## src/rtl/bitcoin_pkg.sv

```systemverilog
// Shared types and constants for the bitcoin_hash result-scan path.
package bitcoin_pkg;

  typedef enum logic [2:0] {
    S_IDLE,
    S_READ,
    S_DRAIN,
    S_WR0,
    S_WR1,
    S_WR2,
    S_DONE
  } scan_state_t;

  localparam int          RESULT_WORDS  = 3;
  localparam logic [31:0] HASH_INIT_MAX = 32'hFFFFFFFF;

  typedef logic [15:0] word_addr_t;

endpackage

```

## src/rtl/scan_compare_unit.sv

```systemverilog
// Registered first-win / running-minimum tracker over a stream of indexed hash words.
module scan_compare_unit
  import bitcoin_pkg::*;
#(
  parameter int NONCE_W = 8
) (
  input  logic               clk,
  input  logic               reset,
  input  logic               clear,
  input  logic               valid,
  input  logic [31:0]        word,
  input  logic [NONCE_W-1:0] index,
  input  logic [31:0]        target,
  output logic               found,
  output logic [NONCE_W-1:0] win_nonce,
  output logic [31:0]        min_hash,
  output logic [NONCE_W-1:0] min_nonce
);

  always_ff @(posedge clk or posedge reset) begin
    if (reset) begin
      found     <= 1'b0;
      win_nonce <= '0;
      min_hash  <= HASH_INIT_MAX;
      min_nonce <= '0;
    end else if (clear) begin
      found     <= 1'b0;
      win_nonce <= '0;
      min_hash  <= HASH_INIT_MAX;
      min_nonce <= '0;
    end else if (valid) begin
      // strict compares: equality is not a win, ties keep the earlier index
      if (word < target && !found) begin
        found     <= 1'b1;
        win_nonce <= index;
      end
      if (word < min_hash) begin
        min_hash  <= word;
        min_nonce <= index;
      end
    end
  end

endmodule

```

## src/rtl/nonce_result_scan.sv

```systemverilog
// Reads back NUM_NONCES hash words, tracks first win and minimum, then writes a 3-word record.
module nonce_result_scan
  import bitcoin_pkg::*;
#(
  parameter int NUM_NONCES = 16,
  parameter int NONCE_W    = 8
) (
  input  logic               clk,
  input  logic               reset,
  input  logic               start,
  input  logic [15:0]        hash_addr,
  input  logic [15:0]        result_addr,
  input  logic [31:0]        target,
  output logic               mem_clk,
  output logic               mem_we,
  output logic [15:0]        mem_addr,
  output logic [31:0]        mem_write_data,
  input  logic [31:0]        mem_read_data,
  output logic               busy,
  output logic               done,
  output logic               found,
  output logic [NONCE_W-1:0] win_nonce,
  output logic [31:0]        min_hash,
  output logic [NONCE_W-1:0] min_nonce
);

  localparam int CNT_W  = $clog2(NUM_NONCES + 1);
  localparam int STAGES = 1;

  scan_state_t        state, state_n;
  logic [CNT_W-1:0]   rc;
  logic [NONCE_W-1:0] cc;
  logic [STAGES:0]    vld_pipe;
  word_addr_t         hash_base, result_base;
  logic [31:0]        target_q;

  logic       clear, issue, rec_we, fin, cmp_vld;
  word_addr_t rec_addr;
  logic [31:0] rec_data;

  assign mem_clk = clk;
  // address registered at edge k returns data that is compared at edge k+2
  assign cmp_vld = vld_pipe[STAGES];

  always_ff @(posedge clk or posedge reset) begin
    if (reset) state <= S_IDLE;
    else       state <= state_n;
  end

  always_comb begin
    state_n  = state;
    clear    = 1'b0;
    issue    = 1'b0;
    rec_we   = 1'b0;
    fin      = 1'b0;
    rec_addr = result_base;
    rec_data = '0;
    case (state)
      S_IDLE: if (start) begin
        clear   = 1'b1;
        issue   = 1'b1;
        state_n = (NUM_NONCES == 1) ? S_DRAIN : S_READ;
      end
      S_READ: begin
        issue = 1'b1;
        if (rc == CNT_W'(NUM_NONCES - 1)) state_n = S_DRAIN;
      end
      S_DRAIN: if (cmp_vld && cc == NONCE_W'(NUM_NONCES - 1)) state_n = S_WR0;
      S_WR0: begin
        rec_we   = 1'b1;
        rec_addr = result_base;
        rec_data = {found, 31'(win_nonce)};
        state_n  = S_WR1;
      end
      S_WR1: begin
        rec_we   = 1'b1;
        rec_addr = result_base + word_addr_t'(1);
        rec_data = min_hash;
        state_n  = S_WR2;
      end
      S_WR2: begin
        rec_we   = 1'b1;
        rec_addr = result_base + word_addr_t'(RESULT_WORDS - 1);
        rec_data = 32'(min_nonce);
        state_n  = S_DONE;
      end
      S_DONE: begin
        fin     = 1'b1;
        state_n = S_IDLE;
      end
      default: state_n = S_IDLE;
    endcase
  end

  always_ff @(posedge clk or posedge reset) begin
    if (reset) begin
      mem_we         <= 1'b0;
      mem_addr       <= '0;
      mem_write_data <= '0;
      busy           <= 1'b0;
      done           <= 1'b0;
      rc             <= '0;
      cc             <= '0;
      vld_pipe       <= '0;
      hash_base      <= '0;
      result_base    <= '0;
      target_q       <= '0;
    end else begin
      vld_pipe <= {vld_pipe[STAGES-1:0], issue};
      mem_we   <= rec_we;
      if (cmp_vld) cc <= cc + 1'b1;
      if (clear) begin
        hash_base   <= hash_addr;
        result_base <= result_addr;
        target_q    <= target;
        mem_addr    <= hash_addr;
        rc          <= CNT_W'(1);
        cc          <= '0;
        busy        <= 1'b1;
        done        <= 1'b0;
      end else if (state == S_READ) begin
        mem_addr <= hash_base + word_addr_t'(rc);
        rc       <= rc + 1'b1;
      end
      if (rec_we) begin
        mem_addr       <= rec_addr;
        mem_write_data <= rec_data;
      end
      if (fin) begin
        busy <= 1'b0;
        done <= 1'b1;
      end
    end
  end

  scan_compare_unit #(.NONCE_W(NONCE_W)) u_cmp (
    .clk       (clk),
    .reset     (reset),
    .clear     (clear),
    .valid     (cmp_vld),
    .word      (mem_read_data),
    .index     (cc),
    .target    (target_q),
    .found     (found),
    .win_nonce (win_nonce),
    .min_hash  (min_hash),
    .min_nonce (min_nonce)
  );

endmodule
```

## config.mk

```make
export PLATFORM = sky130hd
export DESIGN_NAME = nonce_result_scan
export DESIGN_NICKNAME = d
export VERILOG_FILES = /design/src/rtl/bitcoin_pkg.sv /design/src/rtl/scan_compare_unit.sv /design/src/rtl/nonce_result_scan.sv
export SDC_FILE = /design/constraint.sdc
export NUM_CORES = 1
export LEC_CHECK = 0
export BUFFER_PORTS_ARGS = -buffer_cell sky130_fd_sc_hd__buf_2
export CAP_MARGIN = 25
export CORE_MARGIN = 2
export CORE_UTILIZATION = 41
export CTS_BUF_LIST = sky130_fd_sc_hd__clkbuf_16
export DETAILED_ROUTE_END_ITERATION = 8
export HOLD_SLACK_MARGIN = 0.08
export PLACE_DENSITY = 0.74
export SLEW_MARGIN = 0
export SYNTH_ARGS = -nofsm -noshare
export SYNTH_HDL_FRONTEND = slang
export SYNTH_SLANG_ARGS = --single-unit
export TNS_END_PERCENT = 1
```

## constraint.sdc

```tcl
create_clock -name clk -period 12.75 [get_ports clk]
set_input_delay 0 -clock clk [delete_from_list [all_inputs] [get_ports clk]]
set_output_delay 0 -clock clk [all_outputs]
set_load 0.03 [all_outputs]
```

==> flow_summary.ini <==
[status]
outcome = finished, final reports clean

[route]
via_per_inst = 5.38
drt_wl_total_um = 28900
avgRoutedWirePerCell_um = 17.3
vias = 8979
drt_iter0_markers = 774
drt_pass1_iterations = 5
ant_nets = 0
drcViolationCount = 0

[sta]
setup_viol = 0
finalSetupTns_ps = 0
rsz0062_at_grt = false
worst_pin_slew_ps = 1010
slew_violations = 0
relSlewSlack_pct = 32.4
timing.final.hold_violations = 0
finClkSkew_ps = 14.1

[global_route]
track_usage_pct = 23.5
grt_pass1_wl_um = 45700
grt_start_max_net_pins = 81
antenna_found_initial = 0
first_global_vias = 8684
overflow = 0

[final_layout]
nFillCells = 2022
drive_gt1_share_pct = 21.6
final-instance-count-excl-fill = 1669
nets = 1509
diodes = 0
design_area_um2 = 12800
final_common_cell = buf_2
mostFrequentLayoutCells = buf_2, nand2_1, dfrtp_1
areaGrowthSynthToFinish_pct = 30.2

[die]
die_h_um = 159
row_count = 56
die_x_um = 159
core_area_um2 = 23500
io-pin-count = 200
start_util_pct = 41.7
die_area_um2 = 25200

[worst_setup_path]
arrival_ps = 6780
crit_family = buffers and inverters
crit_buf_inv = 3
worstSetupPathType = clk2out
r2r_end = mem_addr[5]
endpoint_kind = output port
path_cells = clkbuf_16 > clkbuf_16 > buf_2
r2r-start = state[0]
reg2reg_depth = 6
required_ps = 12750
critPathLaunch = clk
max_stage_delay_ps = 160
slowest_stage = buf_2
crit_path_frequent_cell = clkbuf_16
cp_max_fo = 2
crit_path_start_kind = clock port
regToRegSetupSlack_ps = 9220

[clock_network]
post_cts_buffers = 0
clkTransAtPathRegs_ps = 80
worstSkewPairLatency_ps = 550
cts_tree = yes
cts_resized = 0
postCtsHoldBufs = 99

[power]
p_per_area_nw_per_um2 = 135
finalPower_w = 0.00172
peakVddDrop_mv = 0.0739
p_leak_nw = 6.35

[worst_hold_path]
hold_path.class = in2reg
worstHoldStart = target[24]
holdPathEnd = target_q[24]
hold_depth = 4

[placed_design]
portBuffers = 199
dpl.cell_count = 1534
dpl.hpwl_um = 20000
gp_congestion = 0.917
place_area_um2 = 11100

[synth]
ys_top_cells_by_area = dfrtp_1, ha_1, dfstp_2, nand2_1, o21ai_0
synth-adder-area-share_pct = 9.40
synth.top_cell.area_share_pct = 38.3
synth_xor_area_share_pct = 3.04
yosys.area.top_type = dfrtp_1
synth_top_flop_cell = dfrtp_1
netlist_area_um2 = 9800
ys.warnings.count = 0
syn_nets = 1233
netlist_instances = 1061
synth_edf_count = 0
synth_top_family_by_area = simple AND/OR/NAND/NOR gates
synthArstFlopShare_pct = 100
synth_compound_gate_area_share_pct = 15.4
yosys.area_share.simple_pct = 17.8
synth_cell_types = 57
synth_seq_cells = 182
avgSynthCellArea_um2 = 9.23
seq_area_frac_synth_pct = 46.9
yosys-mux-area-fraction_pct = 1.94

[flow_run]
max_cap_viol_count = 0
[synth_stat cells, types with 3 or more instances]
cell	instances
a22oi_1	9
nand2_1	198
a21o_1	6
a211oi_1	3
a31oi_1	5
xnor2_1	20
nor2b_1	4
clkbuf_1	44
nor4_1	4
a21oi_2	3
a22o_1	23
a21oi_1	37
o211ai_1	5
a221oi_1	18
mux2i_1	19
nand3_1	86
o21ai_0	96
o21a_1	3
nand2b_1	4
buf_1	4
dfrtp_1	150
nand4_1	13
and3_1	4
ha_1	72
xor2_1	14
nor3b_1	3
buf_2	5
and4_1	11
buf_6	3
nor3_1	12
a211o_1	3
inv_1	76
a221o_1	3
dfstp_2	32
nor2_1	38
a222oi_1	4
[flip-flops by register name, indices dropped and copies added (netlist names), 3 cells and up]
signal,count
target_q,32
cc,8
mem_addr,16
mem_write_data,32
state,3
rc,5
result_base,16
u_cmp.min_nonce,8
hash_base,16
u_cmp.win_nonce,8
u_cmp.min_hash,32
[layout make-up]
class	instances	area (um^2)	area share, %
Multi-Input combinational cell	745	4710	36.9
Sequential cell	182	4590	36.0
Timing Repair Buffer	310	2120	16.6
Clock buffer	21	505	3.96
Tap cell	319	399	3.13
Inverter	77	294	2.31
Clock inverter	15	134	1.05
[cells by family after synthesis]
logic type,count (synthesis)
XOR/XNOR,34
flip-flops,182
multiplexers,19
adder cells (fa/ha/maj),73
AND/OR/NAND/NOR,386
buffers and inverters,134
AO/OA/AOI/OAI,233
[worst max-delay path by stage]
stage	end	slack [ps]	depth (start not counted)
global route	mem_clk	5960	3
global placement	mem_clk	6220	1
floorplan	mem_clk	6230	1
finish	mem_clk	5970	3
detailed placement	mem_clk	6220	1
CTS	mem_clk	5960	3
[where the power goes]
part / internal, W / leakage (nW) / switching (W)
sequential: 0.000670 / 2.14 / 0.0000686
combinational: 0.000150 / 3.90 / 0.000267
clock: 0.000300 / 0.313 / 0.000267
[through the flow]
stage          worst slack (ps)  utilization, %  hold slack, ps
2_1_floorplan              6230               -             105
3_3_place_gp               6220            47.2            77.7
3_5_place_dp               6220            47.3            83.0
4_1_cts                    5960            54.2             165
5_1_grt                    5960            54.3             183
6_report                   5970            54.3             174
[tightest hold or removal path: stages]
cell and delay [ps]:
dlygate4sd3_1 510, buf_2 90, nand2_1 30, o21ai_0 60
[routing by layer]
metal  global-route usage (%)  up-vias  part of all wire, %
met2                     35.7      298                   46
met4                     10.7        0                  3.6
met1                     32.5     4352                   45
met3                     4.44       59                  5.8
li1                         -     4270                    -
met5                        0        -                    0
No activity file was read; power rests on OpenSTA's default activity.
